==> src/rtl/pipeline_pkg.sv <==
// Shared types and encodings for the pipeline hazard/stall controller.
package pipeline_pkg;

    typedef enum logic {
        ST_RUN      = 1'b0,
        ST_MEM_WAIT = 1'b1
    } state_t;

    localparam logic [1:0] FWD_RF = 2'b00;
    localparam logic [1:0] FWD_W  = 2'b01;
    localparam logic [1:0] FWD_M  = 2'b10;

    localparam logic [1:0] RESULT_SRC_LOAD = 2'b01;

endpackage

==> src/rtl/pipeline_ctrl_hazard_detect.sv <==
// Combinational register-match logic: load-use, RAW stall and forward selects.
// Define FORWARDING_EN to forward from M/W; otherwise RAW hazards on E/M stall decode.
module hazard_detect
    import pipeline_pkg::*;
#(
    parameter int REGISTER_ADDRESS_WIDTH = 5
) (
    input  logic [REGISTER_ADDRESS_WIDTH-1:0] i_rs1d,
    input  logic [REGISTER_ADDRESS_WIDTH-1:0] i_rs2d,
    input  logic [REGISTER_ADDRESS_WIDTH-1:0] i_rs1e,
    input  logic [REGISTER_ADDRESS_WIDTH-1:0] i_rs2e,
    input  logic [REGISTER_ADDRESS_WIDTH-1:0] i_rde,
    input  logic [REGISTER_ADDRESS_WIDTH-1:0] i_rdm,
    input  logic [REGISTER_ADDRESS_WIDTH-1:0] i_rdw,
    input  logic                              i_reg_write_e,
    input  logic                              i_reg_write_m,
    input  logic                              i_reg_write_w,
    input  logic [1:0]                        i_result_src_e,
    output logic                              o_load_use,
    output logic                              o_raw_stall,
    output logic [1:0]                        o_fwd_a,
    output logic [1:0]                        o_fwd_b
);

    localparam int W = REGISTER_ADDRESS_WIDTH;

    // Register 0 is hard-wired to zero, so it never creates a dependency.
    function automatic logic reg_hit(input logic [W-1:0] rd, input logic [W-1:0] rs,
                                     input logic we);
        return we && (rd != '0) && (rd == rs);
    endfunction

    assign o_load_use = (i_result_src_e == RESULT_SRC_LOAD) &&
                        (reg_hit(i_rde, i_rs1d, 1'b1) || reg_hit(i_rde, i_rs2d, 1'b1));

`ifdef FORWARDING_EN
    function automatic logic [1:0] fwd_sel(input logic [W-1:0] rs);
        if (reg_hit(i_rdm, rs, i_reg_write_m))
            return FWD_M;
        else if (reg_hit(i_rdw, rs, i_reg_write_w))
            return FWD_W;
        else
            return FWD_RF;
    endfunction

    logic w_unused_fwd;

    assign o_fwd_a      = fwd_sel(i_rs1e);
    assign o_fwd_b      = fwd_sel(i_rs2e);
    assign o_raw_stall  = 1'b0;
    assign w_unused_fwd = i_reg_write_e;
`else
    logic w_unused_fwd;

    assign o_fwd_a     = FWD_RF;
    assign o_fwd_b     = FWD_RF;
    // W needs no stall: the register file writes before it is read.
    assign o_raw_stall = reg_hit(i_rde, i_rs1d, i_reg_write_e) ||
                         reg_hit(i_rde, i_rs2d, i_reg_write_e) ||
                         reg_hit(i_rdm, i_rs1d, i_reg_write_m) ||
                         reg_hit(i_rdm, i_rs2d, i_reg_write_m);
    assign w_unused_fwd = ^{i_rs1e, i_rs2e, i_rdw, i_reg_write_w};
`endif

endmodule

==> src/rtl/pipeline_ctrl.sv <==
// Pipeline control: memory-wait FSM, freeze/flush/stall priority, stall counter.
// Forwarding vs. RAW-stall behaviour is selected in hazard_detect by FORWARDING_EN.
module pipeline_ctrl
    import pipeline_pkg::*;
#(
    parameter int REGISTER_ADDRESS_WIDTH = 5
) (
    input  logic                              clk_i,
    input  logic                              rst_i,
    input  logic [REGISTER_ADDRESS_WIDTH-1:0] Rs1D_i,
    input  logic [REGISTER_ADDRESS_WIDTH-1:0] Rs2D_i,
    input  logic [REGISTER_ADDRESS_WIDTH-1:0] Rs1E_i,
    input  logic [REGISTER_ADDRESS_WIDTH-1:0] Rs2E_i,
    input  logic [REGISTER_ADDRESS_WIDTH-1:0] RdE_i,
    input  logic [REGISTER_ADDRESS_WIDTH-1:0] RdM_i,
    input  logic [REGISTER_ADDRESS_WIDTH-1:0] RdW_i,
    input  logic                              RegWriteE_i,
    input  logic                              RegWriteM_i,
    input  logic                              RegWriteW_i,
    input  logic [1:0]                        ResultSrcE_i,
    input  logic                              PCSrcE_i,
    input  logic                              MemReqM_i,
    input  logic                              MemReadyM_i,
    output logic                              StallF_o,
    output logic                              StallD_o,
    output logic                              FlushD_o,
    output logic                              FlushE_o,
    output logic                              EnM_o,
    output logic                              EnW_o,
    output logic [1:0]                        ForwardAE_o,
    output logic [1:0]                        ForwardBE_o,
    output logic [31:0]                       stall_count_o
);

    state_t      r_state;
    logic        r_branch_pending;
    logic [31:0] r_stall_count;

    logic w_load_use;
    logic w_raw_stall;
    logic w_freeze;
    logic w_branch;

    hazard_detect #(
        .REGISTER_ADDRESS_WIDTH(REGISTER_ADDRESS_WIDTH)
    ) u_hazard_detect (
        .i_rs1d         (Rs1D_i),
        .i_rs2d         (Rs2D_i),
        .i_rs1e         (Rs1E_i),
        .i_rs2e         (Rs2E_i),
        .i_rde          (RdE_i),
        .i_rdm          (RdM_i),
        .i_rdw          (RdW_i),
        .i_reg_write_e  (RegWriteE_i),
        .i_reg_write_m  (RegWriteM_i),
        .i_reg_write_w  (RegWriteW_i),
        .i_result_src_e (ResultSrcE_i),
        .o_load_use     (w_load_use),
        .o_raw_stall    (w_raw_stall),
        .o_fwd_a        (ForwardAE_o),
        .o_fwd_b        (ForwardBE_o)
    );

    // The pipe is held until the acknowledge arrives; the ack cycle itself advances.
    assign w_freeze = (MemReqM_i || (r_state == ST_MEM_WAIT)) && !MemReadyM_i;
    assign w_branch = !w_freeze && (PCSrcE_i || r_branch_pending);

    always_comb begin
        // NOTE: every output gets a default first so no path leaves one unassigned (no latch).
        StallF_o = 1'b0;
        StallD_o = 1'b0;
        FlushD_o = 1'b0;
        FlushE_o = 1'b0;
        EnM_o    = 1'b1;
        EnW_o    = 1'b1;
        if (w_freeze) begin
            StallF_o = 1'b1;
            StallD_o = 1'b1;
            EnM_o    = 1'b0;
            EnW_o    = 1'b0;
        end else if (w_branch) begin
            FlushD_o = 1'b1;
            FlushE_o = 1'b1;
        end else if (w_load_use || w_raw_stall) begin
            StallF_o = 1'b1;
            StallD_o = 1'b1;
            FlushE_o = 1'b1;
        end
    end

    // NOTE: state is updated with non-blocking assignments so every register samples pre-edge values.
    always_ff @(posedge clk_i or posedge rst_i) begin
        if (rst_i) begin
            r_state          <= ST_RUN;
            r_branch_pending <= 1'b0;
            r_stall_count    <= '0;
        end else begin
            case (r_state)
                ST_RUN:      if (MemReqM_i && !MemReadyM_i) r_state <= ST_MEM_WAIT;
                ST_MEM_WAIT: if (MemReadyM_i) r_state <= ST_RUN;
                default:     r_state <= ST_RUN;
            endcase
            r_branch_pending <= w_freeze && (PCSrcE_i || r_branch_pending);
            if (StallF_o && (r_stall_count != 32'hFFFF_FFFF))
                r_stall_count <= r_stall_count + 32'd1;
        end
    end

    assign stall_count_o = r_stall_count;

endmodule

==> config.mk <==
export PLATFORM = sky130hd
export DESIGN_NAME = pipeline_ctrl
export DESIGN_NICKNAME = d
export VERILOG_FILES = /design/src/rtl/pipeline_pkg.sv /design/src/rtl/pipeline_ctrl_hazard_detect.sv /design/src/rtl/pipeline_ctrl.sv
export SDC_FILE = /design/constraint.sdc
export NUM_CORES = 1
export LEC_CHECK = 0
export ABC_CLOCK_PERIOD_IN_PS = 4400
export CORE_UTILIZATION = 40
export DETAILED_ROUTE_END_ITERATION = 6
export PLACE_DENSITY = 0.76
export RECOVER_POWER = 50
export SYNTH_ARGS = -nofsm -noshare
export SYNTH_HDL_FRONTEND = slang
export SYNTH_SLANG_ARGS = --single-unit
==> constraint.sdc <==
create_clock -name clk_i -period 4.4 [get_ports clk_i]
set_clock_uncertainty 0.2 [all_clocks]
set_input_delay 0.88 -clock clk_i [delete_from_list [all_inputs] [get_ports clk_i]]
set_output_delay 0.88 -clock clk_i [all_outputs]
set_load 0.02 [all_outputs]
* Word-level counts from Yosys, hierarchy flattened
Cells that the tools add are included.
** Storage, ports and cells
- Memories :: 0
- Register bits after elaboration :: 34
- Word-level logic and storage cells :: 47
- Output and inout port bits :: 42
- Latch bits :: 0
- Input bits :: 45
- RAM bits :: 0
- Bits in read-only memories :: 0
** Cells by class
- Bitwise operators :: 1
- Div/mod/pow operators :: 0
- Muxes and demuxes :: 11
- Equality and inequality tests :: 6
- Add/sub/neg operators :: 1
- Reduce and logical (&&, ||, !) cells :: 25
- Shift operators :: 0
- Multiply operators :: 0
- $lt $le $gt $ge :: 0
** Operators with widths (count)
- adder 32 x 1 -> 32 bit (second input constant) :: 1
- != test 32 bit (second input constant) :: 1
- equality test 5 bit :: 4
- logical AND 1 bit :: 14
- 2-to-1 mux 1 bit :: 10
- nonzero test 5 bit :: 2
- logical OR 1 bit :: 7
- equality test 2 x 1 -> 1 bit (second input constant) :: 1
- logical NOT 1 bit :: 2
- one-hot mux 1 bit (2 select lines) :: 1
- NOT 1 bit :: 1

* Logic depth before layout (Yosys ltp)
- Depth in word-level cells :: 11
- Depth in mapped cells :: 8
- Gate-level depth less buffers :: 7

* By module
A second synthesis with hierarchy kept.
** Unflattened totals
- Cells, all modules :: 204
- Area, all modules :: 2016.9 um^2
** Modules (own cells, without submodules)
- pipeline_ctrl :: cells an instance 162, sequential area each 850.8 um^2, times used 1, area each 1712.9 um^2
- hazard_detect :: cells an instance 42, sequential area each 0.0 um^2, times used 1, area each 304.0 um^2

* Worst setup path before layout
OpenSTA, ideal clock, no wires.
- Path kind :: input to output
- Start point :: in RdE_i[0]
- End point :: out StallF_o
- Arrival time :: 2413 ps
- Stages on the path :: 6
- Buffers on the path :: 2
- Data required time :: 3320 ps
- Slack :: 907 ps
- Path through :: or4_1 o22ai_1 or3_1 o221ai_1 buf_2 buf_4
** On the way
- Word-level cells in the longest chain between the ends :: 10
- Elaborated cells between the ends (all ways) :: 17
- Classes of those cells :: eq/ne: 2; mux: 3; reduce/logical: 12
** RTL lines
- start, declared :: line pipeline_ctrl.sv:14 : input logic [REGISTER_ADDRESS_WIDTH-1:0] RdE_i,
- nonzero test 5 bit :: line pipeline_ctrl_hazard_detect.sv:30 : return we && (rd != '0) && (rd == rs);
- logical AND 1 bit (2 in a row) :: line pipeline_ctrl_hazard_detect.sv:30
- logical OR 1 bit :: line pipeline_ctrl_hazard_detect.sv:58 : assign o_raw_stall = reg_hit(i_rde, i_rs1d, i_reg_write_e) ||
- logical OR 1 bit :: line pipeline_ctrl_hazard_detect.sv:59 : reg_hit(i_rde, i_rs2d, i_reg_write_e) ||
- logical OR 1 bit :: line pipeline_ctrl_hazard_detect.sv:60 : reg_hit(i_rdm, i_rs1d, i_reg_write_m) ||
- logical OR 1 bit (*) :: line pipeline_ctrl.sv:84 : end else if (w_load_use || w_raw_stall) begin
- 2-to-1 mux 1 bit (*) (3 in a row)
- end, declared :: line pipeline_ctrl.sv:24 : output logic StallF_o,
Mark *: on every way between the ends. The rest lies on a longest branch, timed or not.

* Worst setup path in the final report
- Start point :: in RdE_i[3]
- End point :: out StallF_o
** On the way
- Word-level cells in the longest chain between the ends :: 10
- Elaborated cells between the ends (all ways) :: 17
- Classes of those cells :: eq/ne: 2; mux: 3; reduce/logical: 12
** RTL lines
- nonzero test 5 bit :: line pipeline_ctrl_hazard_detect.sv:30
- logical AND 1 bit (2 in a row) :: line pipeline_ctrl_hazard_detect.sv:30
- logical OR 1 bit :: line pipeline_ctrl_hazard_detect.sv:58
- logical OR 1 bit :: line pipeline_ctrl_hazard_detect.sv:59
- logical OR 1 bit :: line pipeline_ctrl_hazard_detect.sv:60
- logical OR 1 bit (*) :: line pipeline_ctrl.sv:84
- 2-to-1 mux 1 bit (*) :: line pipeline_ctrl.sv:84
- 2-to-1 mux 1 bit (*) :: line pipeline_ctrl.sv:81 : end else if (w_branch) begin
- 2-to-1 mux 1 bit (*) :: line pipeline_ctrl.sv:76 : if (w_freeze) begin
Marks and branches as above.

==> metrics.txt <==
ys flop type=dfrtp_1; DR vias=about 1,700; Routed WL=around 4.7 mm; chip width=~74 um; post-synthesis compound-gate area fraction=under 10%; global-route wire length before repair=slightly below 8 mm; Crit. End Element=output pin; PwrDens=roughly 340 nW/um^2; CTS resizes=0; global-route usage over all layers=between 10% and 20%; Synth area leader=dfrtp_1; area post-placement=between 2000 and 3000 um^2; Mean Syn Cell Area=~10 um^2; Critical Path Slowest Stage Cell=clkdlybuf4s50_1; Synth Warn #=0; Fillers=422; Final Cell Area=approximately 2900 um^2; # rows=25; fmax=246.4 MHz; HP Start=stall_count_o[26]; DRT antenna net count=0; grt ovf=0; Seq cells post-synth=34; Hold Path Depth=1; metal2 WL=about 2.4 mm; largest family of logic cells by synthesized area=simple AND/OR/NAND/NOR gates; die area=about 5500 um^2; CP dominant cell by count=clkdlybuf4s50_1; top cells by area, synth=dfrtp_1 (41%), xor2_1 (9.7%), xnor2_1 (9.3%), nand3_2 (3.9%), nand4_1 (3.0%); count of hold-fix buffers inserted at cts=0; Post-CTS Setup Inserts=0; met3 routed WL=roughly 220 um; die height=around 74 um; fin nets=321; TritonCTS Buffers=5; max-cap viol count=1; vias in the first global route=between 1,500 and 2,000; share of cells above drive strength 1=around 8.3%; Core Footprint=roughly 4800 um^2; Final setup violation count=0; commonest cells in the netlist=dfrtp_1 (34), xor2_1 (23), xnor2_1 (22), nor2_1 (16), nand3_1 (12); Netlist cell types=45; Leakage Power=~0.0012 uW; root buffer cell=clkbuf_8; initial core utilization=a little over two fifths; Critical Path RT=~3300 ps; largest net degree at the start of global routing=37; initial DRC count=57; Worst-path clk slew=about 70 ps; IO Pins=87; setup slack, reg-to-reg=approximately 1500 ps; residual DRC count=0; fin crit period=roughly 4100 ps; Worst setup SP type=input port; routed length per placed instance=~14 um; RSZ-0062 raised after global routing=no; initial antenna violation count=0; worst hold slack=287.5 ps; HPWL after DPL=~3.5 mm; Final Hold Violating Endpoints=0; Slew HR=-22.34%; Slew @ Worst Pin=~1800 ps; dpl ws=around 330 ps; Pre-Repair DR Iteration Count=4; Via-to-Cell Ratio=between 5 and 6; worst setup slack after layout=340.9 ps; most numerous cell in the Yosys netlist=dfrtp_1; Min-Delay Endpoint=stall_count_o[26]; Seq/Total Area, Yosys=40.91%; port bufs=66; status=finished, violations left; post-synth top area share=between 40% and 50%; post-synthesis xor/xnor area fraction=between 10% and 20%; H-tree depth=2; WS Path Type=input port to output pin; adder-cell share of the synthesized area=less than 1%; utilization after layout=60.13%; largest stage delay on the critical path=570 ps; failing checks=max-capacitance violations, max-slew violations; number of synthesized flops with an enable pin=0; Syn Inst Count=approximately 210; Worst Hold Class=register to register; Bufs on Longest Clock Path=2; RePlAce Congestion=just over 0.8; r2r startpoint=stall_count_o[0]; FFs w/ async S/R, synth=between 90% and 100%; synth-to-layout area growth=40.19%; Synth Area in Simple Gates=between 20 and 30%; crit path DAT=2980 ps; post-synthesis mux area share=less than 1%; worst flop-to-flop path endpoint=stall_count_o[13]; max layer used=met4; Period Utilization, post-route=between 90% and 100%; worst reg2reg path depth=7; wire length on met1=roughly 2.1 mm; fin. max-slew vios=35; Max VDD drop=0.2379 mV; synthesized cell area=approximately 2100 um^2; Num Clock Sinks=34; n_diodes=0; CTS tree=built; CP cell instances=clkdlybuf4s50_1, or4_1, o22ai_1, or3_1, o221ai_2, clkdlybuf4s50_1; Clock Latency Late Sink=between 200 and 300 ps; Worst Path Max Fanout=3; setup_tns=0 ps
[sequential cells by signal, indices dropped and copies added, names as in the netlist]
signal and flops:
r_branch_pending 1, r_state 1, stall_count_o 32
[metrics by stage]
| stage | std cells | total power, uW |
|---|---|---|
| final | 343 | 1003 |
| after global routing | 343 | 1056 |
| after CTS | 343 | 1020 |
| after detailed placement | 335 | 659.6 |
| after global placement | 335 | 652.5 |
| after floorplan | 211 | 532.6 |
[worst max-delay path by stage]
stage                         from  endpoint  slack [ps]  depth (start not counted)
after floorplan           RdE_i[0]  StallF_o         910                          6
after global placement    RdE_i[0]  StallF_o         320                          6
after detailed placement  RdE_i[3]  StallF_o         330                          6
after CTS                 RdE_i[3]  StallF_o         320                          6
after global routing      RdE_i[0]  StallF_o         230                          6
final                     RdE_i[3]  StallF_o         340                          6
[cells by family after synthesis]
logic type | Yosys count
other | 1
DFF | 34
and+or+nand+nor | 98
adders and majority gates | 1
AOI/OAI and AO/OA | 15
muxes | 1
buffers and inverters | 13
xor gates and xnor gates | 45
[report_power, final]
| group | internal (uW) | leakage, uW | switching (uW) |
|---|---|---|---|
| Clock | 242 | 0.0000714 | 114 |
| Sequential | 345 | 0.000454 | 47.0 |
| Combinational | 129 | 0.000712 | 126 |
| Total | 716 | 0.00124 | 287 |
[layout by cell type, fill, tap and decap left out, drive strengths merged, types with 2 or more instances in the layout]
cell type,n
clkdlybuf4s50,47
dfrtp,34
xor2,23
xnor2,22
nand3,20
dlygate4sd3,19
nor2,16
nand4,11
and3,9
nand2,9
nor3,7
clkbuf,7
nor4b,4
a21o,4
conb,4
or4,4
or3,3
or3b,3
a22oi,2
inv,2
and4,2
a21oi,2
nor3b,2
bufinv,2
nand3b,2
[routing by layer]
| layer | global-route usage (%) | vias to the layer above |
|---|---|---|
| met3 | 3.659 | 5 |
| met2 | 32.12 | 38 |
| met5 | 0 | - |
| met4 | 4.274 | 0 |
| li1 | - | 867 |
| met1 | 23.17 | 838 |
[critical path, delay by kind of cell]
family / cells / cell delay, ps
buffers and inverters: 2 / 1040
and+or+nand+nor: 2 / 690
AOI/OAI and AO/OA: 2 / 350
[layout make-up]
type                       instances  area [um^2]  share of cell area [%]
inverter                           2        7.507                  0.2575
sequential                        34        850.8                   29.18
multi-input combinational        164         1159                   39.74
timing repair buffer              68        671.9                   23.05
clock inverter                     2        60.06                   2.060
tap                               67        83.83                   2.876
clock buffer                       6        82.58                   2.833
No activity file was read; power rests on OpenSTA's default activity.
